## config.mk

```make
export PLATFORM = sky130hd
export DESIGN_NAME = wbu_stage
export DESIGN_NICKNAME = d
export VERILOG_FILES = /design/src/rtl/wbu_stage.sv
export SDC_FILE = /design/constraint.sdc
export NUM_CORES = 1
export LEC_CHECK = 0
export BUFFER_PORTS_ARGS = -buffer_cell sky130_fd_sc_hd__buf_2
export CORE_ASPECT_RATIO = 0.75
export CORE_MARGIN = 4
export CORE_UTILIZATION = 46
export DETAILED_ROUTE_END_ITERATION = 8
export PLACE_DENSITY_LB_ADDON = 0.2
export RECOVER_POWER = 25
export SLEW_MARGIN = 20
export SYNTH_ARGS = -nofsm -noshare
export SYNTH_HDL_FRONTEND = slang
export SYNTH_SLANG_ARGS = --single-unit
export TNS_END_PERCENT = 50
```

## constraint.sdc

```tcl
create_clock -name clk -period 2.01 [get_ports clk]
set_clock_uncertainty 0.2 [all_clocks]
set_input_delay 0.3015 -clock clk [delete_from_list [all_inputs] [get_ports clk]]
set_output_delay 0.3015 -clock clk [all_outputs]
set_load 0.1 [all_outputs]
```

## src/rtl/wbu_stage.sv

```systemverilog
// Write-back stage: one-entry slot between EXU/MEM and the register file / commit port.
// Formats load data, selects the write-back source, counts retirements and flags illegal selects.
module wbu_stage #(
  parameter int XLEN    = 32,
  parameter int RA_W    = 5,
  parameter int CNT_W   = 64,
  parameter int HAS_CSR = 1
) (
  input  logic             clk,
  input  logic             rst,
  input  logic             in_valid_i,
  output logic             in_ready_o,
  input  logic [XLEN-1:0]  exu_result_i,
  input  logic [XLEN-1:0]  mem_data_i,
  input  logic [XLEN-1:0]  csr_data_i,
  input  logic [XLEN-1:0]  pc_i,
  input  logic [RA_W-1:0]  rd_i,
  input  logic [1:0]       regS,
  input  logic [2:0]       ld_funct3_i,
  input  logic             RegW,
  output logic             cm_valid_o,
  input  logic             cm_ready_i,
  output logic [XLEN-1:0]  cm_pc_o,
  output logic [XLEN-1:0]  reg_write_data_o,
  output logic [RA_W-1:0]  reg_write_addr_o,
  output logic             reg_write_en_o,
  output logic [CNT_W-1:0] retire_cnt_o,
  output logic             err_o
);

  localparam int OFF_W = $clog2(XLEN / 8);

  logic             vld;
  logic [XLEN-1:0]  slot_data;
  logic [XLEN-1:0]  slot_pc;
  logic [RA_W-1:0]  slot_rd;
  logic             slot_regw;
  logic [CNT_W-1:0] retire_cnt;
  logic             err;

  logic             accept;
  logic             commit;

  logic [OFF_W-1:0] ld_off;
  logic [XLEN-1:0]  ld_shift;
  logic [XLEN-1:0]  ld_mask;
  logic [XLEN-1:0]  ld_data;
  logic             ld_sbit;
  logic             ld_bad;

  logic [XLEN-1:0]  sel_data;
  logic             sel_regw;
  logic             sel_err;

  assign in_ready_o = !vld || cm_ready_i;
  assign accept     = in_valid_i && in_ready_o;
  assign commit     = vld && cm_ready_i;

  // Field is isolated with a mask; sign extension fills everything above the mask.
  always_comb begin
    ld_off   = exu_result_i[OFF_W-1:0];
    ld_shift = mem_data_i >> {ld_off, 3'b000};
    ld_bad   = (ld_funct3_i == 3'b111) ||
               ((XLEN == 32) && ((ld_funct3_i == 3'b011) || (ld_funct3_i == 3'b110)));
    ld_mask  = '1;
    ld_sbit  = ld_shift[XLEN-1];
    case (ld_funct3_i[1:0])
      2'b00: begin
        ld_mask = XLEN'(64'h0000_0000_0000_00FF);
        ld_sbit = ld_shift[7];
      end
      2'b01: begin
        ld_mask = XLEN'(64'h0000_0000_0000_FFFF);
        ld_sbit = ld_shift[15];
      end
      2'b10: begin
        ld_mask = XLEN'(64'h0000_0000_FFFF_FFFF);
        ld_sbit = ld_shift[31];
      end
      default: begin
        ld_mask = '1;
        ld_sbit = ld_shift[XLEN-1];
      end
    endcase
    ld_data = ld_shift & ld_mask;
    if (!ld_funct3_i[2] && ld_sbit) begin
      ld_data = ld_data | ~ld_mask;
    end
    if (ld_bad) begin
      ld_data = '0;
    end
  end

  always_comb begin
    sel_data = '0;
    sel_regw = RegW;
    sel_err  = 1'b0;
    case (regS)
      2'd0: sel_data = exu_result_i;
      2'd1: begin
        sel_data = ld_data;
        sel_err  = ld_bad;
      end
      2'd2: sel_data = pc_i + XLEN'(4);
      default: begin
        if (HAS_CSR != 0) begin
          sel_data = csr_data_i;
        end else begin
          sel_data = '0;
          sel_regw = 1'b0;
          sel_err  = 1'b1;
        end
      end
    endcase
  end

  always_ff @(posedge clk) begin
    if (rst) begin
      vld        <= 1'b0;
      slot_data  <= '0;
      slot_pc    <= '0;
      slot_rd    <= '0;
      slot_regw  <= 1'b0;
      retire_cnt <= '0;
      err        <= 1'b0;
    end else begin
      if (accept) begin
        vld       <= 1'b1;
        slot_data <= sel_data;
        slot_pc   <= pc_i;
        slot_rd   <= rd_i;
        slot_regw <= sel_regw;
      end else if (commit) begin
        vld <= 1'b0;
      end
      if (commit) begin
        retire_cnt <= retire_cnt + CNT_W'(1);
      end
      if (accept && sel_err) begin
        err <= 1'b1;
      end
    end
  end

  // Gated by rst so an entry discarded by reset is never seen as committed.
  assign cm_valid_o       = vld && !rst;
  assign reg_write_en_o   = commit && slot_regw && (slot_rd != '0) && !rst;
  assign reg_write_data_o = slot_data;
  assign reg_write_addr_o = slot_rd;
  assign cm_pc_o          = slot_pc;
  assign retire_cnt_o     = retire_cnt;
  assign err_o            = err;

endmodule

```

---- Yosys cells after proc, flatten, opt, wreduce, memory -nomap -nowiden ----
Cells that the tools add are included.
W data, S select, Z words.
storage, ports and cells
  register bits after elaboration ......... 136
  output and inout port bits .............. 137
  word-level logic and storage cells ...... 45
operators by class
  $add $sub $neg .......................... 2
  equal/unequal tests ..................... 6
  shift operators ......................... 1
  mux-type cells .......................... 8
  bitwise operators ....................... 3
  reduce and logical (&&, ||, !) cells .... 18
operators with widths
  kind                     number
  $pmux W32 S3             1
  $add A64 B1 Y64 const B  1
  $mux W32                 2
  $pmux W32 S2             1
  $add A32 B3 Y32 const B  1
  $and A32 B32 Y32         1
  $not A32 Y32             1
  $or A32 B32 Y32          1
  $shr A32 B5 Y32          1
  $logic_and A1 B1 Y1      8
  $eq A3 B3 Y1 const B     2
  $reduce_bool A5 Y1       1
  $eq A2 B1 Y1 const B     2
  $logic_not A2 Y1         2
  $eq A3 B2 Y1 const B     1
  $logic_not A1 Y1         3
  $logic_or A1 B1 Y1       3
  $mux W1                  3
  $eq A2 B2 Y1 const B     1
  $pmux W1 S2              1
  $reduce_bool A2 Y1       1

---- Longest topological paths before layout ----
Gate-level depths: netlist of the first run.
  depth after elaboration ................. 7
  mapped depth ............................ 8
  gate-level depth less buffers ........... 6

---- Worst setup path after synthesis of the first run ----
OpenSTA, ideal clock, no wires.
  kind .................................... register to output
  from .................................... register slot_rd[0] (netlist: reg_write_addr_o[0])
  to ...................................... output port reg_write_en_o
  arrival ................................. 4.377 ns
  slack ................................... -2.869 ns
  cell stages (with the launch flop) ...... 4
  path buffers ............................ 0
  path through ............................ dfxtp_1 -> or4_1 -> nor2_1 -> nor4b_1
between the ends
  cells in the longest elaborated chain, start to end .. 3
RTL lines
  item                              line  text
  from (decl)                       36    logic [RA_W-1:0] slot_rd;
  from (signal assigned)            131   slot_rd <= rd_i;
  $reduce_bool A5 Y1                147   assign reg_write_en_o = commit && slot_regw && (slot_rd != '0) && !rst;
  $logic_and A1 B1 Y1 (2 in a row)  147
  to (decl)                         26    output logic reg_write_en_o,
No other way between the ends.

---- Worst setup path in the final report of the first run ----
  from .................................... register vld
  to ...................................... output port reg_write_en_o
between the ends
  cells in the longest elaborated chain, start to end .. 4
RTL lines
  item                              line  text
  from (decl)                       33    logic vld;
  from (signal assigned)            119   vld <= 1'b0;
  from (signal assigned)            128   vld <= 1'b1;
  from (signal assigned)            134   vld <= 1'b0;
  $logic_and A1 B1 Y1               57    assign commit = vld && cm_ready_i;
  $logic_and A1 B1 Y1 (3 in a row)  147
No other way between the ends.

==> results of run 1 <==
[placed cells by master, fill, tap and decap left out, drive strengths merged, types with 8 or more instances in the layout]
cell type    count
mux2i           21
xnor2           26
or4             22
or3             10
clkbuf          19
o21ai           40
and2             8
nor2            78
xor2            20
nand2          168
nor2b           12
and3            16
nor4            23
dlygate4sd3     32
inv             19
dfxtp          136
buf            527
o31ai           22
nand4           37
nand3           48
a211oi          11
and4            14
o211ai          18
a21oi           87
nor3            16
[area by class of cell]
type,count,share of cell area
Multi-Input combinational cell,794,0.409
Tap cell,215,0.0208
Inverter,16,0.00464
Sequential cell,136,0.226
Clock inverter,13,0.0131
Antenna cell,1,0.000193
Timing Repair Buffer,559,0.294
Clock buffer,19,0.0334
[layer usage]
layer	up-vias	wire length, um	global-route usage
li1	4779	-	-
met1	4878	14800	0.492
met2	617	15500	0.532
met3	91	3750	0.0869
met4	0	1200	0.126
met5	-	0	0
[cells in the mapped netlist, drive strengths merged (18+ instances only)]
| cell type | instances | area, um2 |
|---|---|---|
| nand2 | 168 | 631 |
| dfxtp | 136 | 2720 |
| a21oi | 87 | 435 |
| nor2 | 78 | 293 |
| clkbuf | 51 | 193 |
| nand3 | 48 | 265 |
| o21ai | 40 | 200 |
| nand4 | 37 | 265 |
| xnor2 | 26 | 228 |
| nor4 | 23 | 193 |
| o31ai | 22 | 165 |
| or4 | 22 | 165 |
| mux2i | 21 | 210 |
| xor2 | 20 | 175 |
| o211ai | 18 | 135 |
[metrics by stage]
| stage | hold slack (ns) | setup TNS, ns |
|---|---|---|
| final | 0.00474 | -3.32 |
| after global routing | 0.0136 | -5.84 |
| after CTS | 0.000295 | -1.63 |
| after detailed placement | 0.238 | -4.97 |
| after global placement | 0.230 | -3.52 |
| after floorplan | 0.227 | -10.44 |
[cell families (layout without fill, tap and decap cells)]
logic type,count (synthesis),after routing,share of synthesized area
and+or+nand+nor,466,468,0.308
AOI/OAI and AO/OA,250,250,0.208
DFF,136,136,0.347
buffers and inverters,82,607,0.0422
xor gates and xnor gates,46,46,0.0513
muxes,28,28,0.0397
adders and majority gates,2,2,0.00319
other,0,1,0
[registers in the layout, indices dropped and copies added (netlist names)]
name and count:
cm_pc_o 32, reg_write_data_o 32, vld 1, reg_write_addr_o 5, retire_cnt_o 64, slot_regw 1
err_o 1
[worst max path at each step]
stage	cells past startpoint	slack (ns)	end
after floorplan	3	-0.45	reg_write_en_o
after global placement	7	-0.18	reg_write_data_o[19]
after detailed placement	7	-0.32	reg_write_data_o[19]
after CTS	4	-0.17	reg_write_en_o
after global routing	9	-0.32	retire_cnt_o[56]
final	4	-0.22	reg_write_en_o
[power by group through the flow]
stage | logic (mW) | registers, mW | clock network, mW
2_1_floorplan | 0.495 | 3.53 | 0
4_1_cts | 1.92 | 2.79 | 3.29
3_5_place_dp | 1.85 | 2.85 | 0
5_1_grt | 2.06 | 2.80 | 3.38
3_3_place_gp | 1.85 | 2.85 | 0
6_report | 1.96 | 2.79 | 3.27
[worst max-delay path: cells and delay by family (launching register included)]
kind | cells | cell delay, ns
AND/OR/NAND/NOR | 2 | 0.56
flip-flops | 1 | 0.39
buffers and inverters | 2 | 0.36
[repair_timing]
action                     CTS  global route
cloned                       3             0
setup endpoints to repair   35            46
hold endpoints to repair    31             0
resized for setup           33            38
pin swaps                   23            23
setup buffers               19            12
hold buffers                32             0
==> reports/metrics.yaml, run 1 <==
dp_hpwl_um: 25800
start_util: 0.468
synth_ff_type: "dfxtp_1"
leakagePower_nw: 5.91
wl_per_cell_um: 20.1
p_comb_frac: 0.244
cp_slowest_cell: "dfxtp_2"
start_kind: "flip-flop"
setup_viol_count_final: 33
vias: 10365
r2r_setup_slack_ns: -0.21
dr.pass1.iters: 5
dp_cells: 1658
cts_buffers: 17
worstPathArrival_ns: 1.73
reg2reg_from: "retire_cnt_o[0]"
path_max_fanout: 5
status: "complete, but fails checks"
synth_area_um2: 7850
violations: "negative setup slack"
nNetsFinal: 1669
postLayoutCellArea_um2: 13000
finalNonFillerCells: 1753
p_switching_mw: 2.73
gp_congestion: 0.979
nFillCells: 1242
fin_crit_sh: 1.11
ff_latch_area_um2: 2920
insertion_delay_ns: 0.43
synth_nets: 1155
reg2reg_depth: 8
die_w_um: 159
pwr-share-seq: 0.348
die_y_um: 121
grt.overflow.total: 0
critPathLaunch: "vld"
fmax_ghz: 0.448
finalWorstSetupSlack_ns: -0.222
track_usage: 0.352
rsz0062_at_grt: "yes"
cts.sinks: 136
yosysSeqAreaShare: 0.347
p_clk_frac: 0.408
synth_enable_flop_cells: 0
critPathKind: "reg -> out"
critPathMaxStageDelay_ns: 0.39
via_per_inst: 5.91
fin_util: 0.772
drv_cap: 0
critPathCaptureType: "output pin"
htree_levels: 4
hold_violations: 0
switching_share: 0.340
grt_max_degree: 43
drtIter0Drc: 1005
synth.distinct_cells: 75
core_um2: 16800
irDropWorstVdd_mv: 0.574
slew_viol_final: 0
postPlaceCellArea_um2: 11500
grt_first_pass_wirelength_um: 54100
worstHoldPathType: "in -> reg"
rows: 41
io_pins: 280
reg2reg_to: "retire_cnt_o[50]"
multi_input_area_um2: 5290
die_area_um2: 19200
critPathRequiredTime_ns: 1.51
antenna_found_initial: 1
ctsRootBufferMaster: "clkbuf_16"
cts_tree: "done"
clkTransAtPathRegs_ns: 0.06
power.density_nw_per_um2: 620
port_buffers: 279
drc: 0
drt_wl_total_um: 35200
async_reset_ff_frac: 0
hold_end: "reg_write_data_o[13]"
cp_cell_sequence: "buf_4, nand2_1, nor4b_4, buf_12"
holdCritStartpoint: "csr_data_i[13]"
fin_crit_ns: 2.23
min_path_cells: 3
slew_headroom: 0.621
p_int_mw: 5.30
fin_total_pwr_mw: 8.03
syn_area_per_cell_um2: 7.77
netlist_instances: 1010
synth_seq_cells: 136
synth-warning-count: 0
drive_gt1_frac: 0.464
pre_cts_ws_ns: -0.316
ant_nets: 0
areaGrowthSynthToFinish_pct: 65.0
grt_pass1_vias: 9728
max_slew.worst_pin.slew_ns: 0.554
clock_path_buffers: 2
Power figures use the tool's default switching activity.
==> inputs of run 2 (changes only) <==
Settings changed: BUFFER_PORTS_ARGS -buffer_cell sky130_fd_sc_hd__buf_2 to unset, CORE_ASPECT_RATIO 0.75 to 0.5, CORE_UTILIZATION 46 to 50, DONT_BUFFER_PORTS set to 1.
==> run 2 against run 1 <==
  * Clock power down 5%
  * First-iteration DRC count down 13%
  * Register-to-register slack better by 0.05 ns
  * Core utilization down 2.4 points
  * Critical path type is now reg -> reg
  * Cell area down 11%
  * Final cell count down 15%
  * Critical path depth up 4
  * Via count down 11%
  * The run ends with negative hold slack, negative setup slack left
  * Routed wire length down 6.1%
  * Sequential power about the same
  * Worst hold slack worse by 0.27 ns
==> reports/metrics.yaml, run 2 (same netlist as run 1, synthesis figures left out) <==
drt_wl_total_um: 33100  # -6.1%
cts_buffers: 17  # unchanged
clkTransAtPathRegs_ns: 0.06  # about the same
path_max_fanout: 7  # +2
dp_hpwl_um: 22400  # -13%
critPathCaptureType: "flip-flop"
die_y_um: 96.6  # -20%
final_common_cell: "buf_4"
slew_headroom: 0.477  # -0.144
setup_viol_count_final: 36  # +9.1%
irDropWorstVdd_mv: 0.611  # +6.4%
fin_crit_ns: 2.17  # -0.0593 ns
max_slew.worst_pin.slew_ns: 0.781  # +0.227 ns
worstHoldPathType: "in -> reg"
ctsRootBufferMaster: "clkbuf_16"
core_um2: 15400  # -8.3%
hold_ws_ns: -0.262  # -0.267 ns
start_util: 0.511  # +0.0426
fin_total_pwr_mw: 7.43  # -7.5%
ant_nets: 0  # unchanged
io_pins: 280  # unchanged
status: "complete, but fails checks"
finalWorstSetupSlack_ns: -0.163  # +0.0593 ns
postLayoutCellArea_um2: 11500  # -11%
slew_viol_final: 0  # unchanged
dr.pass1.iters: 6  # +1
start_kind: "flip-flop"
critPathRequiredTime_ns: 2.15  # +0.64 ns
cts.sinks: 136  # unchanged
track_usage: 0.341  # -0.0109
leakagePower_nw: 4.67  # -21%
areaGrowthSynthToFinish_pct: 46.4
gp_congestion: 0.959  # -2.0%
finalSetupTns_ns: -2.34  # +0.974 ns
largest_reg_flops: 64  # unchanged
via_per_inst: 6.26  # +5.9%
wl_per_cell_um: 22.3  # +11%
drv_cap: 0  # unchanged
nNetsFinal: 1409  # -16%
postPlaceCellArea_um2: 10000  # -13%
grt_pass1_vias: 8902  # -8.5%
drc: 0  # unchanged
pre_cts_ws_ns: -0.241  # +0.0746 ns
drive_gt1_frac: 0.348  # -0.115
fin_crit_sh: 1.08  # -0.0295
cts_tree: "done"
drtIter0Drc: 872  # -13%
violations: "negative hold slack, negative setup slack"
power.density_nw_per_um2: 646  # +4.2%
antenna_found_initial: 3  # +2
grt_max_degree: 119  # +180%
worstPathArrival_ns: 2.31  # +0.58 ns
grt_first_pass_wirelength_um: 49100  # -9.3%
vias: 9276  # -11%
htree_levels: 4  # unchanged
port_buffers: 0  # -100%
die_area_um2: 17900  # -7.0%
clock_path_buffers: 2  # unchanged
hold_buffers: 43  # +34%
rows: 32  # -22%
hold_violations: 103  # +103
rsz0062_at_grt: "yes"
critPathKind: "reg -> reg"
die_w_um: 185  # +17%
grt.overflow.total: 0  # unchanged
fmax_ghz: 0.460  # +2.7%
insertion_delay_ns: 0.42  # about the same
layout_common_cells: "buf_4, nand2_1, a21oi_1"
[run 2: per-stage QoR]
| step | std cells | util |
|---|---|---|
| 2_1_floorplan | 1010 | - |
| 3_3_place_gp | 1374 | 0.650 |
| 3_5_place_dp | 1374 | 0.650 |
| 4_1_cts | 1465 | 0.732 |
| 5_1_grt | 1482 | 0.748 |
| 6_report | 1482 | 0.748 |
[run 2: critical path, cell delays in order (launching register included)]
cell	delay, ns
dfxtp_4	0.35
ha_4	0.13
nand4_1	0.20
nor4_4	0.27
buf_6	0.16
nand4_4	0.13
buf_6	0.16
or3_1	0.33
a21oi_1	0.16
[run 2: power by group]
group	internal (mW)	switching, mW	total (mW)	leakage [nW]
combinational	0.391	1.14	1.53	3.24
clock	1.86	1.26	3.12	0.273
sequential	2.73	0.0406	2.77	1.15
total	4.99	2.44	7.43	4.67
[run 2: layout make-up]
class | instances | area [um2]
Clock inverter | 11 | 123
Fill cell | 1164 | 3880
Inverter | 16 | 60.1
Sequential cell | 136 | 2920
Tap cell | 204 | 255
Clock buffer | 21 | 450
Multi-Input combinational cell | 794 | 5370
Timing Repair Buffer | 299 | 2320
Antenna cell | 1 | 2.50
[run 2: worst paths after layout]
kind	startpoint	endpoint	slack (ns)	cells past startpoint
worst max register to register	retire_cnt_o[0]	retire_cnt_o[48]	-0.16	8
worst min register to register	cm_pc_o[8]	cm_pc_o[8]	0.25	2
worst min-delay path	rst	reg_write_addr_o[1]	-0.26	1
worst max-delay path	retire_cnt_o[0]	retire_cnt_o[48]	-0.16	8
[run 2: per-layer routing]
metal  up-vias  GRT usage  part of all wire
met1      4345      0.412              0.37
met4         4      0.123             0.037
met3       109      0.111              0.11
met2       565      0.570              0.48
li1       4253          -                 -
met5         -          0           0.00085
[run 2: timing repair]
item	4_1_cts	5_1_grt
resized for setup	28	51
hold endpoints to repair	131	103
pin swaps	15	25
endpoints found under the setup margin	32	52
gates cloned	2	0
setup buffers	14	18
